File: src/rtl/conv_pkg.sv
// rtl/conv_pkg.sv - shared register map, status layout, FSM states and float constants
package conv_pkg;

    localparam logic [31:0] OFF_WEIGHT = 32'h00;
    localparam logic [31:0] OFF_PIXEL  = 32'h04;
    localparam logic [31:0] OFF_BIAS   = 32'h08;
    localparam logic [31:0] OFF_CTRL   = 32'h0C;
    localparam logic [31:0] OFF_STATUS = 32'h10;
    localparam logic [31:0] OFF_RESULT = 32'h14;

    localparam int CTRL_START = 0;
    localparam int CTRL_CLEAR = 1;

    localparam int STAT_BUSY     = 0;
    localparam int STAT_DONE     = 1;
    localparam int STAT_ERR      = 2;
    localparam int STAT_WLOADED  = 3;
    localparam int STAT_WCNT_LSB = 8;
    localparam int STAT_PCNT_LSB = 16;

    typedef enum logic [1:0] {
        S_IDLE,
        S_ISSUE,
        S_WAIT,
        S_DONE
    } state_e;

    localparam logic [31:0] FP_ONE = 32'h3F800000;
    localparam logic [31:0] FP_TWO = 32'h40000000;

endpackage

File: src/rtl/conv_fma_sequencer_if.sv
// rtl/conv_fma_sequencer_if.sv - device bus between the CPU side and the sequencer
interface conv_fma_sequencer_if #(
    parameter int XLEN = 32
);
    logic            en_i;
    logic            we_i;
    logic [XLEN-1:0] addr_i;
    logic [XLEN-1:0] data_i;
    logic            ready_o;
    logic [XLEN-1:0] data_o;

    modport master (
        output en_i, we_i, addr_i, data_i,
        input  ready_o, data_o
    );

    modport slave (
        input  en_i, we_i, addr_i, data_i,
        output ready_o, data_o
    );
endinterface

File: src/rtl/conv_tap_buffer.sv
// rtl/conv_tap_buffer.sv - weight/pixel register files with write pointers and indexed read
module conv_tap_buffer #(
    parameter int XLEN  = 32,
    parameter int TAPS  = 25,
    parameter int CNT_W = 5
) (
    input  logic             clk_i,
    input  logic             rst_ni,
    input  logic             w_we,
    input  logic             p_we,
    input  logic             clear,
    input  logic             p_rst,
    input  logic [XLEN-1:0]  wdata,
    input  logic [CNT_W-1:0] rd_idx,
    output logic [XLEN-1:0]  w_rd,
    output logic [XLEN-1:0]  p_rd,
    output logic [CNT_W-1:0] wcnt,
    output logic [CNT_W-1:0] pcnt,
    output logic             w_loaded,
    output logic             p_full
);
    localparam logic [CNT_W-1:0] LAST   = CNT_W'(TAPS - 1);
    localparam logic [CNT_W-1:0] TAPS_C = CNT_W'(TAPS);

    logic [XLEN-1:0] w_mem [TAPS];
    logic [XLEN-1:0] p_mem [TAPS];

    assign p_full = (pcnt == TAPS_C);

    always_ff @(posedge clk_i or negedge rst_ni) begin
        if (!rst_ni) begin
            wcnt     <= '0;
            pcnt     <= '0;
            w_loaded <= 1'b0;
        end else if (clear || p_rst) begin
            if (clear) wcnt <= '0;
            pcnt <= '0;
        end else begin
            if (w_we) begin
                if (wcnt == LAST) begin
                    wcnt     <= '0;
                    w_loaded <= 1'b1;
                end else begin
                    wcnt <= wcnt + 1'b1;
                end
            end
            // A full pixel file drops the write; the top flags the error.
            if (p_we && !p_full) pcnt <= pcnt + 1'b1;
        end
    end

    // Storage is not reset: the counters and w_loaded gate every use of it.
    always_ff @(posedge clk_i) begin
        if (w_we) w_mem[wcnt] <= wdata;
        if (p_we && !p_full) p_mem[pcnt] <= wdata;
    end

    assign w_rd = (rd_idx < TAPS_C) ? w_mem[rd_idx] : '0;
    assign p_rd = (rd_idx < TAPS_C) ? p_mem[rd_idx] : '0;

endmodule

File: src/rtl/conv_fma_sequencer.sv
// rtl/conv_fma_sequencer.sv - MMIO controller chaining TAPS fused multiply-adds per window
module conv_fma_sequencer
    import conv_pkg::*;
#(
    parameter int              XLEN      = 32,
    parameter logic [XLEN-1:0] BASE_ADDR = 32'hC4300000,
    parameter int              TAPS      = 25,
    parameter int              TIMEOUT   = 64
) (
    input  logic                clk_i,
    input  logic                rst_ni,
    conv_fma_sequencer_if.slave bus,
    output logic                fma_valid_o,
    output logic [XLEN-1:0]     fma_a_o,
    output logic [XLEN-1:0]     fma_b_o,
    output logic [XLEN-1:0]     fma_c_o,
    input  logic                fma_res_valid_i,
    input  logic [XLEN-1:0]     fma_res_i,
    output logic                irq_o
);
    localparam int               CNT_W    = $clog2(TAPS + 1);
    localparam int               TIM_W    = $clog2(TIMEOUT + 1);
    localparam logic [CNT_W-1:0] LAST     = CNT_W'(TAPS - 1);
    localparam logic [TIM_W-1:0] TIM_LAST = TIM_W'(TIMEOUT - 1);

    state_e           state;
    logic             busy, done, err;
    logic [CNT_W-1:0] idx, rd_idx;
    logic [TIM_W-1:0] timer;
    logic [XLEN-1:0]  bias, result;

    logic [XLEN-1:0]  off;
    logic             wr_ok, w_we, p_we, bias_we, ctrl_we, clear, p_rst, timed_out;
    logic [XLEN-1:0]  w_rd, p_rd;
    logic [CNT_W-1:0] wcnt, pcnt;
    logic             w_loaded, p_full;
    logic [XLEN-1:0]  status_word, rd_word;

    assign off     = bus.addr_i - BASE_ADDR;
    assign wr_ok   = bus.en_i && bus.we_i && !busy;
    assign w_we    = wr_ok && (off == OFF_WEIGHT);
    assign p_we    = wr_ok && (off == OFF_PIXEL);
    assign bias_we = wr_ok && (off == OFF_BIAS);
    assign ctrl_we = wr_ok && (off == OFF_CTRL);
    assign clear   = ctrl_we && bus.data_i[CTRL_CLEAR];

    assign timed_out = (state == S_WAIT) && !fma_res_valid_i && (timer == TIM_LAST);
    assign p_rst     = (state == S_DONE) || timed_out;

    // Operands are registered one step ahead, so the read port looks at the next tap.
    assign rd_idx = (state == S_IDLE) ? '0 : idx + 1'b1;

    conv_tap_buffer #(
        .XLEN  (XLEN),
        .TAPS  (TAPS),
        .CNT_W (CNT_W)
    ) u_taps (
        .clk_i    (clk_i),
        .rst_ni   (rst_ni),
        .w_we     (w_we),
        .p_we     (p_we),
        .clear    (clear),
        .p_rst    (p_rst),
        .wdata    (bus.data_i),
        .rd_idx   (rd_idx),
        .w_rd     (w_rd),
        .p_rd     (p_rd),
        .wcnt     (wcnt),
        .pcnt     (pcnt),
        .w_loaded (w_loaded),
        .p_full   (p_full)
    );

    always_comb begin
        status_word = '0;
        status_word[STAT_BUSY]    = busy;
        status_word[STAT_DONE]    = done;
        status_word[STAT_ERR]     = err;
        status_word[STAT_WLOADED] = w_loaded;
        status_word[STAT_WCNT_LSB +: 5] = 5'(wcnt);
        status_word[STAT_PCNT_LSB +: 5] = 5'(pcnt);
    end

    always_comb begin
        rd_word = '0;
        if (off == OFF_STATUS)      rd_word = status_word;
        else if (off == OFF_RESULT) rd_word = result;
    end

    always_ff @(posedge clk_i or negedge rst_ni) begin
        if (!rst_ni) begin
            bus.ready_o <= 1'b0;
            bus.data_o  <= '0;
        end else begin
            bus.ready_o <= bus.en_i;
            bus.data_o  <= (bus.en_i && !bus.we_i) ? rd_word : '0;
        end
    end

    always_ff @(posedge clk_i or negedge rst_ni) begin
        if (!rst_ni) begin
            state       <= S_IDLE;
            busy        <= 1'b0;
            done        <= 1'b0;
            err         <= 1'b0;
            idx         <= '0;
            timer       <= '0;
            bias        <= '0;
            result      <= '0;
            fma_valid_o <= 1'b0;
            fma_a_o     <= '0;
            fma_b_o     <= '0;
            fma_c_o     <= '0;
        end else begin
            if (bias_we) bias <= bus.data_i;
            if (p_we && p_full) err <= 1'b1;

            case (state)
                S_IDLE: begin
                    if (ctrl_we) begin
                        if (clear) begin
                            done <= 1'b0;
                            err  <= 1'b0;
                        end
                        // CLEAR empties the pixel file first, so a combined START must fail.
                        if (bus.data_i[CTRL_START]) begin
                            if (w_loaded && p_full && !clear) begin
                                fma_valid_o <= 1'b1;
                                fma_a_o     <= w_rd;
                                fma_b_o     <= p_rd;
                                fma_c_o     <= bias;
                                idx         <= '0;
                                busy        <= 1'b1;
                                done        <= 1'b0;
                                err         <= 1'b0;
                                state       <= S_ISSUE;
                            end else begin
                                err <= 1'b1;
                            end
                        end
                    end
                end

                S_ISSUE: begin
                    fma_valid_o <= 1'b0;
                    timer       <= '0;
                    state       <= S_WAIT;
                end

                S_WAIT: begin
                    if (fma_res_valid_i) begin
                        fma_c_o <= fma_res_i;
                        if (idx == LAST) begin
                            state <= S_DONE;
                        end else begin
                            idx         <= idx + 1'b1;
                            fma_valid_o <= 1'b1;
                            fma_a_o     <= w_rd;
                            fma_b_o     <= p_rd;
                            state       <= S_ISSUE;
                        end
                    end else if (timer == TIM_LAST) begin
                        err   <= 1'b1;
                        busy  <= 1'b0;
                        state <= S_IDLE;
                    end else begin
                        timer <= timer + 1'b1;
                    end
                end

                S_DONE: begin
                    result <= fma_c_o;
                    done   <= 1'b1;
                    busy   <= 1'b0;
                    state  <= S_IDLE;
                end

                default: state <= S_IDLE;
            endcase
        end
    end

    assign irq_o = done;

endmodule

File: src/flat_wrapper.sv
// flat-port wrapper written by rule: the top's interface ports become plain ports
module conv_fma_sequencer_flat import conv_pkg::*;
#(
    parameter int              XLEN      = 32,
    parameter logic [XLEN-1:0] BASE_ADDR = 32'hC4300000,
    parameter int              TAPS      = 25,
    parameter int              TIMEOUT   = 64
)
  (clk_i, rst_ni, fma_valid_o, fma_a_o, fma_b_o, fma_c_o, fma_res_valid_i, fma_res_i, irq_o, bus_en_i, bus_we_i, bus_addr_i, bus_data_i, bus_ready_o, bus_data_o);
  conv_fma_sequencer_if #(.XLEN(XLEN)) bus_i ();
  input  logic clk_i;
  input  logic rst_ni;
  output logic fma_valid_o;
  output logic [XLEN-1:0] fma_a_o;
  output logic [XLEN-1:0] fma_b_o;
  output logic [XLEN-1:0] fma_c_o;
  input  logic fma_res_valid_i;
  input  logic [XLEN-1:0] fma_res_i;
  output logic irq_o;
  input wire logic [$bits(bus_i.en_i)-1:0] bus_en_i;
  input wire logic [$bits(bus_i.we_i)-1:0] bus_we_i;
  input wire logic [$bits(bus_i.addr_i)-1:0] bus_addr_i;
  input wire logic [$bits(bus_i.data_i)-1:0] bus_data_i;
  output wire logic [$bits(bus_i.ready_o)-1:0] bus_ready_o;
  output wire logic [$bits(bus_i.data_o)-1:0] bus_data_o;
  assign bus_i.en_i = bus_en_i;
  assign bus_i.we_i = bus_we_i;
  assign bus_i.addr_i = bus_addr_i;
  assign bus_i.data_i = bus_data_i;
  assign bus_ready_o = bus_i.ready_o;
  assign bus_data_o = bus_i.data_o;
  conv_fma_sequencer #(.XLEN(XLEN), .BASE_ADDR(BASE_ADDR), .TAPS(TAPS), .TIMEOUT(TIMEOUT)) u_core (.clk_i(clk_i), .rst_ni(rst_ni), .bus(bus_i), .fma_valid_o(fma_valid_o), .fma_a_o(fma_a_o), .fma_b_o(fma_b_o), .fma_c_o(fma_c_o), .fma_res_valid_i(fma_res_valid_i), .fma_res_i(fma_res_i), .irq_o(irq_o));
endmodule
File: config.mk
export PLATFORM = sky130hd
export DESIGN_NAME = conv_fma_sequencer_flat
export DESIGN_NICKNAME = d
export VERILOG_FILES = /design/src/rtl/conv_pkg.sv /design/src/rtl/conv_fma_sequencer_if.sv /design/src/rtl/conv_tap_buffer.sv /design/src/rtl/conv_fma_sequencer.sv /design/src/flat_wrapper.sv
export SDC_FILE = /design/constraint.sdc
export NUM_CORES = 2
export LEC_CHECK = 0
export CAP_MARGIN = 20
export CORE_UTILIZATION = 55
export CTS_CLUSTER_DIAMETER = 80
export DETAILED_ROUTE_END_ITERATION = 8
export PLACE_DENSITY_LB_ADDON = 0.3
export SLEW_MARGIN = 20
export SYNTH_ARGS = -nofsm -noshare
export SYNTH_HDL_FRONTEND = slang
export SYNTH_HIERARCHICAL = 1
export SYNTH_SLANG_ARGS = --single-unit
File: constraint.sdc
create_clock -name clk_i -period 4.2 [get_ports clk_i]
set_clock_uncertainty 0.05 [all_clocks]
set_input_delay 0.84 -clock clk_i [delete_from_list [all_inputs] [get_ports clk_i]]
set_output_delay 0.84 -clock clk_i [all_outputs]
set_load 0.01 [all_outputs]
; ---- Yosys cells after proc, flatten, opt, wreduce, memory -nomap -nowiden
; Memories as Yosys holds them, arrays and structs flattened.
; Index checks and enable logic that the tools add are counted.
[word_totals]
memories = 2
regBits = 222
wordCells = 158
ramBits = 1600
[mem_list]
columns = memory, depth, word_bits, read_ports, rd_clocked_by_memory_dff, wr, line_no
row1 = u_core.u_taps.p_mem, 25, 32, 1, 0, 1, conv_tap_buffer.sv:26  ; logic [XLEN-1:0] p_mem [TAPS];
row2 = u_core.u_taps.w_mem, 25, 32, 1, 0, 1, conv_tap_buffer.sv:25  ; logic [XLEN-1:0] w_mem [TAPS];
[classes]
add_sub_neg = 5
n_lt_le_gt_ge = 1
mux = 71
n_bitwise = 1
n_reduce_logical = 39
n_eq_ne = 22
[ops]
columns = operator, n
row1 = $mux 32, 19
row2 = $pmux 32 s2, 3
row3 = $eq 32x4->1 const B, 2
row4 = $eq 32x5->1 const B, 2
row5 = $mux 5, 12
row6 = $eq 32x3->1 const B, 1
row7 = $logic_not 32->1, 1
row8 = $sub 32x32->32 const B, 1
row9 = $mux 1, 22
row10 = $reduce_and 6->1, 3
row11 = $add 5x1->5 const B, 3
row12 = $eq 5x5->1 const B, 3
row13 = $logic_and 1x1->1, 14
row14 = $mux 7, 2
row15 = $ne 2x2->1 const B, 7
row16 = $pmux 7 s2, 1
row17 = $mux 2, 6
row18 = $pmux 5 s2, 1
row19 = $reduce_bool 2->1, 5
row20 = $pmux 2 s4, 1
row21 = $add 7x1->7 const B, 1
row22 = $eq 7x6->1 const B, 1
row23 = $pmux 1 s3, 2
row24 = $reduce_and 3->1, 2
row25 = other kinds (14), 24

; ---- Logic depth before layout (Yosys ltp)
[logic_depth]
word_depth = 10
depth_mapped = 13
mapped_depth_nobuf = 10

; ---- Hierarchy
; The synthesis kept the hierarchy.
[by_module_without_submodules]
columns = mod, area_each_um2, instances, cells_each
row1 = conv_tap_buffer, 62029.5, 1, 3293
row2 = conv_fma_sequencer, 8574.5, 1, 597

; ---- Worst setup path before layout
; No wires, ideal clock.
[synth_timing]
path_kind = input port to flip-flop
start = in bus_addr_i[25]
end = mem u_core.u_taps.w_mem[0][0] (enable)
t_arrival_ps = 4724
stages = 8
setup_ps = 461
path_buffers = 0
required_time_ps = 3689
slack_ps = -1035
path_cell_list = nor4b_1 -> nand4_1 -> or2_2 -> nand2b_1 -> nor3_1 -> nor2b_1 -> nand2_1 -> nor3_1
[synth_between]
elab_chain_len = 5
[synth_rtl]
columns = item, line_no
row1 = from (decl), flat_wrapper.sv:22  ; input wire logic [$bits(bus_i.addr_i)-1:0] bus_addr_i;
row2 = $sub 32x32->32, conv_fma_sequencer.sv:39  ; assign off = bus.addr_i - BASE_ADDR;
row3 = $logic_not 32->1, conv_fma_sequencer.sv:41  ; assign w_we = wr_ok && (off == OFF_WEIGHT);
row4 = $logic_and 1x1->1, conv_fma_sequencer.sv:41
row5 = net u_core.w_we, conv_fma_sequencer.sv:33  ; logic wr_ok, w_we, p_we, bias_we, ctrl_we, clear, p_rst, timed_out;
row6 = $mux 1, conv_tap_buffer.sv:54  ; if (w_we) w_mem[wcnt] <= wdata;
row7 = $mux 1 (implied by the code), conv_tap_buffer.sv:54
row8 = to (decl), conv_tap_buffer.sv:25
; The timed path passes the listed nets, and every way through them passes these cells.

; ---- Final worst setup path
[layout_timing]
start = reg u_core.state[1]
end = reg u_core.fma_b_o[5]
[layout_between]
elab_chain_len = 8
word_cells_on_any_way = 19
cone_classes = 1 x order compare / 6 x eq/ne / 8 x mux / 3 x reduce/logical / 1 x memory
[layout_rtl]
columns = item, line_no
row1 = from (decl), conv_fma_sequencer.sv:26  ; state_e state;
row2 = from (signal assigned), conv_fma_sequencer.sv:102  ; state <= S_IDLE;
row3 = from (signal assigned), conv_fma_sequencer.sv:136  ; state <= S_ISSUE;
row4 = from (signal assigned), conv_fma_sequencer.sv:147  ; state <= S_WAIT;
row5 = $logic_not 2->1 *, conv_fma_sequencer.sv:51  ; assign rd_idx = (state == S_IDLE) ? '0 : idx + 1'b1;
row6 = $mux 5 *, conv_fma_sequencer.sv:51
row7 = net u_core.rd_idx[1], conv_fma_sequencer.sv:28  ; logic [CNT_W-1:0] idx, rd_idx;
row8 = $mem_v2 25x32 or $lt 5x5->1 (tied branches), --
row9 = $mux 32 *, conv_tap_buffer.sv:59  ; assign p_rd = (rd_idx < TAPS_C) ? p_mem[rd_idx] : '0;
row10 = net u_core.p_rd[5], conv_fma_sequencer.sv:34  ; logic [XLEN-1:0] w_rd, p_rd;
row11 = $mux 32, conv_fma_sequencer.sv:127  ; if (w_loaded && p_full && !clear) begin
row12 = $mux 32, conv_fma_sequencer.sv:126  ; if (bus.data_i[CTRL_START]) begin
row13 = $mux 32, conv_fma_sequencer.sv:120  ; if (ctrl_we) begin
row14 = $pmux 32 s2 *, conv_fma_sequencer.sv:118  ; case (state)
row15 = to (signal assigned), conv_fma_sequencer.sv:130  ; fma_b_o <= p_rd;
row16 = to (signal assigned), conv_fma_sequencer.sv:159  ; fma_b_o <= p_rd;
row17 = to (decl), conv_fma_sequencer.sv:15  ; output logic [XLEN-1:0] fma_b_o,
; Mark *: on every way through the listed nets, which the timed path passes. The rest lies on a longest branch. The select of a mux whose other input is x is not followed.
; A chain may end at the register's enable or synchronous reset.

==> flow_summary.json <==
{
  "drive_above_1_share_pct": 19.7,
  "drv_cap": 0,
  "core-area_mm2": 0.128,
  "viasPerCell": 6.44,
  "drt_iter0_markers": 5270,
  "grt_max_degree": 83,
  "grt_pass1_vias": 38500,
  "syn_nets": 4002,
  "grt_setup_unrepaired": "false",
  "numCtsBuffers": 178,
  "ir_drop_mv": 0.448,
  "groute.usage.overall_pct": 28.3,
  "tightest_slew_ps": 1160,
  "path_class": "reg2reg",
  "synth_area_per_cell_um2": 18.2,
  "postCtsSetupBuffers": 0,
  "register_area_mm2": 0.0536,
  "power_frac_seq_pct": 55.3,
  "cts.clk_slew.worst_paths_ps": 60,
  "setup_tns_ps": 0,
  "status": "completed",
  "powerDensity_mw_per_mm2": 431,
  "synthSimpleGateAreaFrac_pct": 3.95,
  "io_pins": 232,
  "placed_cells": 5786,
  "netlist_instances": 3890,
  "synth_top_family_by_area": "multiplexers",
  "multiInputGateArea_mm2": 0.0162,
  "clkPwrFrac_pct": 43.2,
  "hpwlAfterDp_mm": 114,
  "dieArea_mm2": 0.130,
  "dp_slack_ps": -43.3,
  "grt_pass1_wl_mm": 266,
  "finalCriticalPeriod_ps": 3930,
  "antenna_found_initial": 9,
  "finalSetupViolations": 0,
  "die_w_um": 360,
  "dr_total_vias": 39400,
  "p_comb_share_pct": 1.5,
  "clkSinkCount": 1822,
  "critPathLaunchType": "flip-flop",
  "hold_slack_ps": 48.3,
  "synth_seq_cells": 1822,
  "layout_setup_ws_ps": 275,
  "start_util_pct": 55.4,
  "drt-pass1-iter-count": 6,
  "wl_mm": 183,
  "antenna_left": 0,
  "max_slew_margin_pct": 22.5,
  "die_h_um": 360,
  "finalHoldViolations": 0,
  "fillCellCount": 8470,
  "power.leakage_nw": 26.8,
  "synth_edf_count": 1600,
  "p_switching_w": 0.00708,
  "hold_buffers": 0,
  "async_flop_share_pct": 12.2,
  "drc": 0,
  "wl_per_cell_um": 30.0,
  "worst_ep_arrival_time_ps": 4550,
  "cts.path.max_buffers": 3,
  "yosysWarnings": 6,
  "rows": 131,
  "layout.nets": 4416,
  "drv_slew": 0,
  "clk-insertion-delay-late_ps": 800,
  "io_buffers": 231,
  "cts_tree": "yes",
  "synth_xor_area_share_pct": 0.136,
  "fin_cells": 6117,
  "synth-adder-area-share_pct": 0.195,
  "p_int_w": 0.0286,
  "synth_mux_area_share_pct": 12.1,
  "htreeDepth": 4,
  "sw_frac_of_total_pct": 19.9,
  "synth_compound_area_share_pct": 5.84,
  "ys.flop_type": "edfxtp_1",
  "ys_seq_area_share_pct": 75.9,
  "grt.overflow.total": 0,
  "netlist_area_mm2": 0.0706,
  "hold_path_class": "in2async",
  "gp_routability_congestion": 0.870,
  "cts_resized": 0,
  "path_max_fanout": 36,
  "max_freq_ghz": 0.255,
  "critPathRequiredTime_ps": 4820,
  "ys_types": 63,
  "syn_to_final_growth_pct": 17.0,
  "cts-root-buf": "clkbuf_16",
  "min_period_over_period_pct": 93.5,
  "cp-end-kind": "flip-flop"
}
[routing by layer]
layer  track usage [%]  wire length [um]
met4              8.30              4600
met5                 0                54
met1              42.7             76300
met2              41.0             80900
met3              7.18             21400
[sequential cells by signal, summed over array words and instances, names as in the netlist]
register                flops
u_core/err                  1
u_core/state                2
u_core/u_taps/w_loaded      1
u_core/u_taps/pcnt          5
u_core/u_taps/wcnt          5
u_core/bus.data_o          32
u_core/u_taps/w_mem       800
u_core/bias                32
u_core/idx                  5
u_core/fma_c_o             32
u_core/u_taps/p_mem       800
u_core/bus.ready_o          1
u_core/fma_valid_o          1
u_core/result              32
u_core/irq_o                1
u_core/busy                 1
u_core/timer                7
u_core/fma_a_o             32
u_core/fma_b_o             32
[area by class of cell]
class / count / area share [%]
Antenna cell: 2 / 0.00606
Clock buffer: 235 / 5.92
Clock inverter: 94 / 0.901
Inverter: 15 / 0.0681
Multi-Input combinational cell: 1821 / 19.6
Sequential cell: 1822 / 64.9
Tap cell: 1662 / 2.52
Timing Repair Buffer: 466 / 6.14
[power by group through the flow]
stage          combinational, W  clock (W)  sequential, W
6_report               0.000550     0.0154         0.0197
5_1_grt                0.000580     0.0163         0.0197
4_1_cts                0.000551     0.0156         0.0197
3_5_place_dp           0.000552          0         0.0201
3_3_place_gp           0.000537          0         0.0201
2_1_floorplan         0.0000171          0         0.0201
[path summary, 6_finish.rpt]
kind                                               to              start  cells past startpoint  slack, ps
worst max-delay path                u_core/fma_b_o[5]    u_core/state[1]                     10        270
worst min-delay path                u_core/result[21]             rst_ni                      1         50
worst max register to register      u_core/fma_b_o[5]    u_core/state[1]                     10        270
worst min register to register  u_core/bus.data_o[26]  u_core/result[26]                      1        420
max in group asynchronous          u_core/fma_a_o[20]             rst_ni                      2       3130
min in group clk_i              u_core/bus.data_o[26]  u_core/result[26]                      1        420
[cells by family (layout without fill, tap and decap cells)]
logic type / Yosys count / in the layout
flops: 1822 / 1822
mux: 673 / 673
compound gates: 577 / 577
simple gates: 549 / 549
buf+inv: 247 / 810
fa+ha+maj: 11 / 11
xor+xnor: 11 / 11
other cells: 0 / 2
[worst max-delay path, stage by stage, from the launching register on]
cell and delay, ps:
dfrtp_1 470, nor2_1 670, nor2b_4 200, buf_12 220
or2_4 440, buf_4 370, nor2_1 140, a21oi_1 100
o21ai_0 430, nand3_1 340, mux2_2 360
[cells in the mapped netlist (all sizes together), types with 49 or more instances]
cell type	count	area [um^2]
nand3	79	395
o21ai	172	861
mux4	125	2820
nand4	56	350
mux2i	416	4160
and2	71	447
nand2	104	390
dfrtp	222	5560
buf	137	873
nor2	128	488
mux2	132	1590
clkbuf	95	357
edfxtp	1600	48000
o2111ai	49	429
a22oi	198	1490
o2bb2ai	51	447
[cells in the final DEF, fill, tap and decap left out, drive strengths merged, types with 125 or more instances in the layout]
master / Yosys / routed
a22oi: 198 / 198
nor2: 128 / 128
buf: 137 / 267
mux4: 125 / 125
o21ai: 172 / 172
edfxtp: 1600 / 1600
mux2i: 416 / 416
clkbuf: 95 / 235
mux2: 132 / 132
dfrtp: 222 / 222
clkdlybuf4s50: 0 / 199
[stage by stage]
stage / total power [W] / utilization (%) / area, um^2
after floorplan: 0.0201 / - / 70700
after global placement: 0.0206 / 60.4 / 77000
after detailed placement: 0.0206 / 60.4 / 77000
after CTS: 0.0358 / 64.8 / 82600
after global routing: 0.0365 / 64.8 / 82600
final: 0.0356 / 64.8 / 82600
Power figures use the tool's default switching activity.
